### config.mk
export PLATFORM = sky130hd
export DESIGN_NAME = mem_2r1w_flat
export DESIGN_NICKNAME = d
export VERILOG_FILES = /design/src/rtl/mem_pkg.sv /design/src/rtl/mem_2r1w_if.sv /design/src/rtl/mem_read_port.sv /design/src/rtl/mem_2r1w.sv /design/src/flat_wrapper.sv
export SDC_FILE = /design/constraint.sdc
export NUM_CORES = 2
export LEC_CHECK = 0
export BUFFER_PORTS_ARGS = -buffer_cell sky130_fd_sc_hd__clkbuf_2
export CAP_MARGIN = 5
export CORE_MARGIN = 5
export CORE_UTILIZATION = 46
export CTS_CLUSTER_SIZE = 25
export DETAILED_ROUTE_END_ITERATION = 12
export GPL_ROUTABILITY_DRIVEN = 0
export PLACE_DENSITY_LB_ADDON = 0.25
export SYNTH_ARGS = -nofsm -noshare
export SYNTH_HDL_FRONTEND = slang
export SYNTH_SLANG_ARGS = --single-unit
### constraint.sdc
create_clock -name clk -period 43.2 [get_ports clk]
set_input_delay 12.96 -clock clk [delete_from_list [all_inputs] [get_ports clk]]
set_output_delay 12.96 -clock clk [all_outputs]
set_load 0.03 [all_outputs]
### src/rtl/mem_pkg.sv
// Shared widths and types for the 2R1W operand register file.
package mem_pkg;
  localparam int DEF_DATA_W = 32;
  localparam int DEF_ADDR_W = 5;
  localparam int DEPTH      = 2 ** DEF_ADDR_W;

  typedef logic [DEF_DATA_W-1:0] word_t;
  typedef logic [DEF_ADDR_W-1:0] addr_t;
endpackage

### src/rtl/mem_2r1w_if.sv
// Write/read bus of the 2R1W register file; master drives requests, slave returns data.
interface mem_2r1w_if
  import mem_pkg::*;
#(
  parameter int DATA_W = DEF_DATA_W,
  parameter int ADDR_W = DEF_ADDR_W
);
  logic              wr_en;
  logic [ADDR_W-1:0] wr_addr;
  logic [DATA_W-1:0] wr_data;
  logic              rd_en;
  logic [ADDR_W-1:0] read_addr1;
  logic [ADDR_W-1:0] read_addr2;
  logic [DATA_W-1:0] read_data1;
  logic [DATA_W-1:0] read_data2;

  modport master (
    output wr_en, wr_addr, wr_data, rd_en, read_addr1, read_addr2,
    input  read_data1, read_data2
  );

  modport slave (
    input  wr_en, wr_addr, wr_data, rd_en, read_addr1, read_addr2,
    output read_data1, read_data2
  );
endinterface

### src/rtl/mem_read_port.sv
// One registered read port with rd_en hold and a write-first bypass on address match.
module mem_read_port
  import mem_pkg::*;
#(
  parameter int DATA_W = DEF_DATA_W,
  parameter int ADDR_W = DEF_ADDR_W
) (
  input  logic              clk,
  input  logic              rst,
  input  logic              i_rd_en,
  input  logic [ADDR_W-1:0] i_rd_addr,
  input  logic [DATA_W-1:0] i_arr_word,
  input  logic              i_wr_en,
  input  logic [ADDR_W-1:0] i_wr_addr,
  input  logic [DATA_W-1:0] i_wr_data,
  output logic [DATA_W-1:0] o_rd_data
);
  logic              w_bypass;
  logic [DATA_W-1:0] w_rd_next;
  logic [DATA_W-1:0] r_rd_data;

  // A same-edge write to the addressed entry wins over the stale array word.
  assign w_bypass  = i_wr_en && (i_wr_addr == i_rd_addr);
  assign w_rd_next = w_bypass ? i_wr_data : i_arr_word;

  always_ff @(posedge clk or posedge rst) begin
    if (rst) begin
      r_rd_data <= '0;
    end else if (i_rd_en) begin
      r_rd_data <= w_rd_next;
    end
  end

  assign o_rd_data = r_rd_data;
endmodule

### src/rtl/mem_2r1w.sv
// 2R1W register file: flop array with async clear, one write port, two registered read ports.
module mem_2r1w
  import mem_pkg::*;
#(
  parameter int DATA_W = DEF_DATA_W,
  parameter int ADDR_W = DEF_ADDR_W
) (
  input  logic       clk,
  input  logic       rst,
  mem_2r1w_if.slave  bus
);
  localparam int ARR_DEPTH = 2 ** ADDR_W;

  logic [DATA_W-1:0] r_mem [ARR_DEPTH];
  logic [DATA_W-1:0] w_arr_word1;
  logic [DATA_W-1:0] w_arr_word2;
  logic [DATA_W-1:0] w_rd_data1;
  logic [DATA_W-1:0] w_rd_data2;

  // Flops rather than a RAM macro so that reset can clear every entry at once.
  always_ff @(posedge clk or posedge rst) begin
    if (rst) begin
      for (int i = 0; i < ARR_DEPTH; i++) begin
        r_mem[i] <= '0;
      end
    end else if (bus.wr_en) begin
      r_mem[bus.wr_addr] <= bus.wr_data;
    end
  end

  assign w_arr_word1 = r_mem[bus.read_addr1];
  assign w_arr_word2 = r_mem[bus.read_addr2];

  mem_read_port #(
    .DATA_W (DATA_W),
    .ADDR_W (ADDR_W)
  ) u_rd_port1 (
    .clk        (clk),
    .rst        (rst),
    .i_rd_en    (bus.rd_en),
    .i_rd_addr  (bus.read_addr1),
    .i_arr_word (w_arr_word1),
    .i_wr_en    (bus.wr_en),
    .i_wr_addr  (bus.wr_addr),
    .i_wr_data  (bus.wr_data),
    .o_rd_data  (w_rd_data1)
  );

  mem_read_port #(
    .DATA_W (DATA_W),
    .ADDR_W (ADDR_W)
  ) u_rd_port2 (
    .clk        (clk),
    .rst        (rst),
    .i_rd_en    (bus.rd_en),
    .i_rd_addr  (bus.read_addr2),
    .i_arr_word (w_arr_word2),
    .i_wr_en    (bus.wr_en),
    .i_wr_addr  (bus.wr_addr),
    .i_wr_data  (bus.wr_data),
    .o_rd_data  (w_rd_data2)
  );

  assign bus.read_data1 = w_rd_data1;
  assign bus.read_data2 = w_rd_data2;
endmodule

### src/flat_wrapper.sv
// flat-port wrapper written by rule: the top's interface ports become plain ports
module mem_2r1w_flat import mem_pkg::*;
#(
  parameter int DATA_W = DEF_DATA_W,
  parameter int ADDR_W = DEF_ADDR_W
)
  (clk, rst, bus_wr_en, bus_wr_addr, bus_wr_data, bus_rd_en, bus_read_addr1, bus_read_addr2, bus_read_data1, bus_read_data2);
  mem_2r1w_if #(.DATA_W(DATA_W), .ADDR_W(ADDR_W)) bus_i ();
  input  logic clk;
  input  logic rst;
  input wire logic [$bits(bus_i.wr_en)-1:0] bus_wr_en;
  input wire logic [$bits(bus_i.wr_addr)-1:0] bus_wr_addr;
  input wire logic [$bits(bus_i.wr_data)-1:0] bus_wr_data;
  input wire logic [$bits(bus_i.rd_en)-1:0] bus_rd_en;
  input wire logic [$bits(bus_i.read_addr1)-1:0] bus_read_addr1;
  input wire logic [$bits(bus_i.read_addr2)-1:0] bus_read_addr2;
  output wire logic [$bits(bus_i.read_data1)-1:0] bus_read_data1;
  output wire logic [$bits(bus_i.read_data2)-1:0] bus_read_data2;
  assign bus_i.wr_en = bus_wr_en;
  assign bus_i.wr_addr = bus_wr_addr;
  assign bus_i.wr_data = bus_wr_data;
  assign bus_i.rd_en = bus_rd_en;
  assign bus_i.read_addr1 = bus_read_addr1;
  assign bus_i.read_addr2 = bus_read_addr2;
  assign bus_read_data1 = bus_i.read_data1;
  assign bus_read_data2 = bus_i.read_data2;
  mem_2r1w #(.DATA_W(DATA_W), .ADDR_W(ADDR_W)) u_core (.clk(clk), .rst(rst), .bus(bus_i));
endmodule
Word level (Yosys, flattened, before mapping)
Index checks and enable logic that the tools add are counted.
W data, S select, Z words.
- order comparisons: 4
- equality and inequality tests: 2
- multiplexer cells: 11
- bitwise operators: 3
- reductions and logical operators: 3
- operators with widths (operator ; number):
    $bwmux W1024 ; 1
    $bmux W32 S5 ; 2
    $mux W32 ; 7
    $demux W32 S5 ; 1
    $ge A6 B6 Y1 const B ; 3
    $not A5 Y6 ; 3
    $eq A5 B5 Y1 ; 2
    $lt A6 B1 Y1 const B ; 1
    $logic_and A1 B1 Y1 ; 3
- register bits after elaboration: 1088
- output and inout port bits: 64

Depth between registers and ports, before layout
- word-level depth: 6
- depth in mapped cells: 11
- depth with buffers taken out: 5

By module
Synthesis repeated with hierarchy kept, for this count alone.
- cell total of the unflattened synthesis: 4838
- area, all modules: 59104.2 um^2
- modules (own cells, without submodules) (module ; instances ; cells each ; area each (um^2) ; sequential area each (um^2)):
    mem_2r1w ; 1 ; 4606 ; 56221.4 ; 25624.6
    mem_read_port ; 2 ; 116 ; 1441.4 ; 800.8

Least setup slack after synthesis
Ideal clock, no wire load.
- path kind: input to register
- start point: input port bus_read_addr1[1]
- end point: register u_core.u_rd_port1.r_rd_data[31], in the netlist u_core.u_rd_port1.o_rd_data[31]
- setup time: 0.126 ns
- arrival: 14.910 ns
- data required time: 43.074 ns
- setup slack: 28.164 ns
- stages on the path: 8
- buffers on the path: 3
- cells stage by stage: clkbuf_1 -> clkbuf_1 -> clkbuf_1 -> mux4_2 -> mux4_2 -> nand2_1 -> a21oi_1 -> a221o_1
- cells in the longest elaborated chain, start to end: 5
- elaborated cells on any way between the ends: 7
- ends and longest elaborated chain (what ; line ; source):
    start, declared ; flat_wrapper.sv:15 ; input wire logic [$bits(bus_i.read_addr1)-1:0] bus_read_addr1;
    $not A5 Y6 (not written as such) ; mem_2r1w.sv:31 ; assign w_arr_word1 = r_mem[bus.read_addr1];
    $bmux W32 S5 ; mem_2r1w.sv:31 ;
    $mux W32 (not written as such) (2 in series) ; mem_2r1w.sv:31 ;
    $mux W32 (*) ; mem_read_port.sv:24 ; assign w_rd_next = w_bypass ? i_wr_data : i_arr_word;
    end signal, assigned ; mem_read_port.sv:30 ; r_rd_data <= w_rd_next;
    end, declared ; mem_read_port.sv:20 ; logic [DATA_W-1:0] r_rd_data;
Every way passes the cells marked *; elsewhere a longest branch is shown, timed or not. The select of a mux whose other input is x is not followed.
A chain may end at the register's enable or synchronous reset.

==> summary.md <==
| Metric | Value |
|---|---|
| Clock transition at path regs | `0.06 ns` |
| R2R Setup Slk | `41.13 ns` |
| Initial antenna violation count | `4` |
| Num CTS Buffers | `116` |
| Startpoint Class | `primary input` |
| Required @ worst endpoint | `43.95 ns` |
| Total track usage | `26.9%` |
| Critical path class | `in -> async` |
| Ys Warns | `0` |
| Depth of the CTS H-tree | `3` |
| Pwr/cell area | `48.1 nW/um2` |
| Multi-input gate area in the final layout | `28000 um2` |
| CTS resizes | `0` |
| Flops & latches, synth | `1088` |
| Worst-path maximum fanout | `149` |
| Slew of the pin with the lowest slew margin | `1.31 ns` |
| Fin. Hold Viols | `0` |
| Worst reg2reg path startpoint | `u_core.r_mem[69]` |
| Post-Layout Inst Area | `62400 um2` |
| Starting density of the core | `46.4%` |
| CP Launch Point | `rst` |
| Core Rows | `128` |
| Cells after Synth | `3600` |
| Synth cell types | `54` |
| DR WL/cell | `33.8 um` |
| Post-CTS setup buffers | `0` |
| Die width | `361 um` |
| Largest family of logic cells by synthesized area | `multiplexers` |
| Post-detail-place hpwl | `93.8 mm` |
| Initial DRT Pass Iterations | `5` |
| Fill count | `10.1k` |
| Ports | `115` |
| Clock Root Buffer | `clkbuf_16` |
| Seq/Total Area, Yosys | `48.0%` |
| Fin nets | `3568` |
| Maximum clock path buffer count | `3` |
| Worst setup EP type | `asynchronous set/reset pin` |
| Routed vias | `35.2k` |
| Layout area overhead | `9.92%` |
| EDFF count, synth | `0` |
| Post-DR vias/cell | `6.73` |
| Hold Crit Depth | `1` |
| Hold Startpoint | `u_core.u_rd_port1.o_rd_data[6]` |
| Vias in the first global route | `36.2k` |
| Worst slew margin | `12.8%` |
| Final core occ | `51.0%` |
| Final period utilization | `40.5%` |
| First-pass GRT wire length | `260 mm` |
| Die Area | `130000 um2` |
| Die height | `361 um` |
| CP max stage delay | `0.80 ns` |
| Sinks on Clock Net | `1088` |
| Simple-Gate Fraction of Synth Area | `1.74%` |
| Hold EP | `u_core.u_rd_port1.o_rd_data[6]` |
| Final min period | `17.50 ns` |
| Hold_buf cts | `0` |
| Setup Skew | `0.0241 ns` |
| Worst path cell trace | `clkbuf_2 > clkinvlp_4 > buf_4 > buf_12 > buf_4 > buf_4 > buf_4 > buf_4` |
| Syn Area/Cell | `15.8 um2` |
| Pleak | `26.7 nW` |
| Core Region | `122000 um2` |
| Routed wire length | `177 mm` |
| Initial DRC count | `3655` |
| Final setup viols | `0` |
| Clock Latency Late Sink | `0.71 ns` |
| Syn Nets | `3651` |
| Slowest cell on the critical path | `buf_4` |
| Largest net degree at the start of global routing | `176` |
| Final ANT Viol Nets | `0` |
| Most used cell, CP | `buf_4` |
| Instance area after placement | `58500 um2` |
| Max-cap violations | `0` |
| XOR/XNOR share of the synthesized area | `0.154%` |
| Busiest grt layer | `met2` |
| R2R depth | `5` |
| Fin Setup TNS | `0 ns` |
| GR Util met1 | `38.4%` |
| Final slew viol count | `0` |
| Worst flop-to-flop path endpoint | `u_core.u_rd_port2.o_rd_data[5]` |
| Grt met2 use | `42.3%` |
| Unrepaired setup endpoints after global routing | `false` |
| Outcome | `finished clean` |
| DRC errors left | `0` |
| Compound-Gate Fraction of Synth Area | `3.35%` |
| Share of cells above drive strength 1 | `55.1%` |
| Synth Area in Adders | `0%` |
| CTS tree | `yes` |
| FF/Latch Area | `27200 um2` |
| Synthesized cell area | `56700 um2` |
| Mux cell area share after synthesis | `43.6%` |
| Global routing usage on met3 | `5.69%` |
| GRT overflow | `0` |
| Critical Path AT | `18.25 ns` |
| HP Class | `reg -> reg` |
| Max Clock Freq | `0.0571 GHz` |
| Maximum VDD drop | `0.0000341 V` |
| Ys flop type | `dfrtp_1` |
| Async set-reset flop share out of synthesis | `100%` |
| IO buf count | `114` |
| Total power | `3.00 mW` |
## power by group
| group | leakage, nW | internal (mW) | switching (mW) |
|---|---|---|---|
| combinational | 10.9 | 0.363 | 0.239 |
| clock | 1.91 | 0.607 | 0.420 |
| sequential | 13.9 | 1.22 | 0.149 |
## state kept, by name (all words and copies together) (netlist names)
register and count:
u_core.r_mem 1024, u_core.u_rd_port1.o_rd_data 32, u_core.u_rd_port2.o_rd_data 32
## placed cells by master (no fill, tap or decap), types with 23 or more instances in the layout
cell type / n
dfrtp_1: 1088
mux2_2: 1025
mux4_2: 550
clkbuf_16: 119
clkbuf_2: 107
mux2i_1: 82
buf_4: 70
o22ai_1: 54
nand2_1: 52
a221o_1: 52
nor2_1: 41
a221oi_1: 32
a21oi_1: 30
clkbuf_1: 30
nor4b_1: 26
clkinv_2: 23
a22oi_1: 23
## stage by stage
| stage | setup slack [ns] | hold slack, ns | std cells |
|---|---|---|---|
| floorplan | 15.23 | 0.491 | 3600 |
| global placement | 24.90 | 0.500 | 5024 |
| detailed placement | 24.84 | 0.503 | 5024 |
| CTS | 25.55 | 0.517 | 5230 |
| global route | 24.87 | 0.530 | 5231 |
| finish | 25.70 | 0.513 | 5232 |
## critical path: cells and delay by family
kind                   cells  cell delay (ns)
buffers and inverters      8             4.89
## layer usage
| metal | wire length, um | vias to the layer above |
|---|---|---|
| met1 | 74300 | 19400 |
| met5 | 0 | - |
| met3 | 14200 | 316 |
| met4 | 5550 | 0 |
| met2 | 82600 | 1527 |
| li1 | - | 13900 |
## area by class of cell
| type | instances | area share (%) |
|---|---|---|
| Clock inverter | 37 | 0.798 |
| Tap cell | 1625 | 3.26 |
| Inverter | 7 | 0.0602 |
| Sequential cell | 1088 | 43.7 |
| Clock buffer | 169 | 5.40 |
| Timing Repair Buffer | 186 | 1.92 |
| Antenna cell | 2 | 0.00802 |
| Multi-Input combinational cell | 2118 | 44.9 |
## cell families after synthesis
family	after synthesis
buffers and inverters	394
flip-flops	1088
XOR/XNOR	10
multiplexers	1657
AO/OA/AOI/OAI	252
AND/OR/NAND/NOR	199
## synthesized netlist by cell type (all sizes together) (3+ instances only)
library cell,n,share of area [%]
a21oi,30,0.26
a221o,52,0.92
a221oi,32,0.49
a22o,6,0.093
a22oi,23,0.30
a31o,6,0.093
a31oi,3,0.033
and3,3,0.033
buf,153,1.6
clkbuf,234,1.5
dfrtp,1088,48
inv,5,0.033
mux2,1025,20
mux2i,82,1.4
mux4,550,22
nand2,68,0.45
nand3,11,0.097
nand3b,4,0.053
nor2,57,0.38
nor2b,10,0.11
nor3,5,0.044
nor3b,4,0.053
nor4b,26,0.40
o211ai,5,0.066
o21a,3,0.040
o21ai,21,0.19
o22ai,54,0.60
o311ai,3,0.046
o31ai,4,0.062
or3,3,0.033
xnor2,5,0.077
xor2,5,0.077
## worst max path at each step
| stage | slack, ns | depth (start not counted) | end |
|---|---|---|---|
| 3_3_place_gp | 24.90 | 8 | u_core.r_mem[17] |
| 3_5_place_dp | 24.84 | 8 | u_core.r_mem[17] |
| 2_1_floorplan | 15.23 | 1 | u_core.r_mem[0] |
| 5_1_grt | 24.87 | 8 | u_core.r_mem[178] |
| 4_1_cts | 25.55 | 8 | u_core.r_mem[81] |
| 6_report | 25.70 | 8 | u_core.r_mem[81] |
Note: power is estimated with default switching activity, not from simulation.
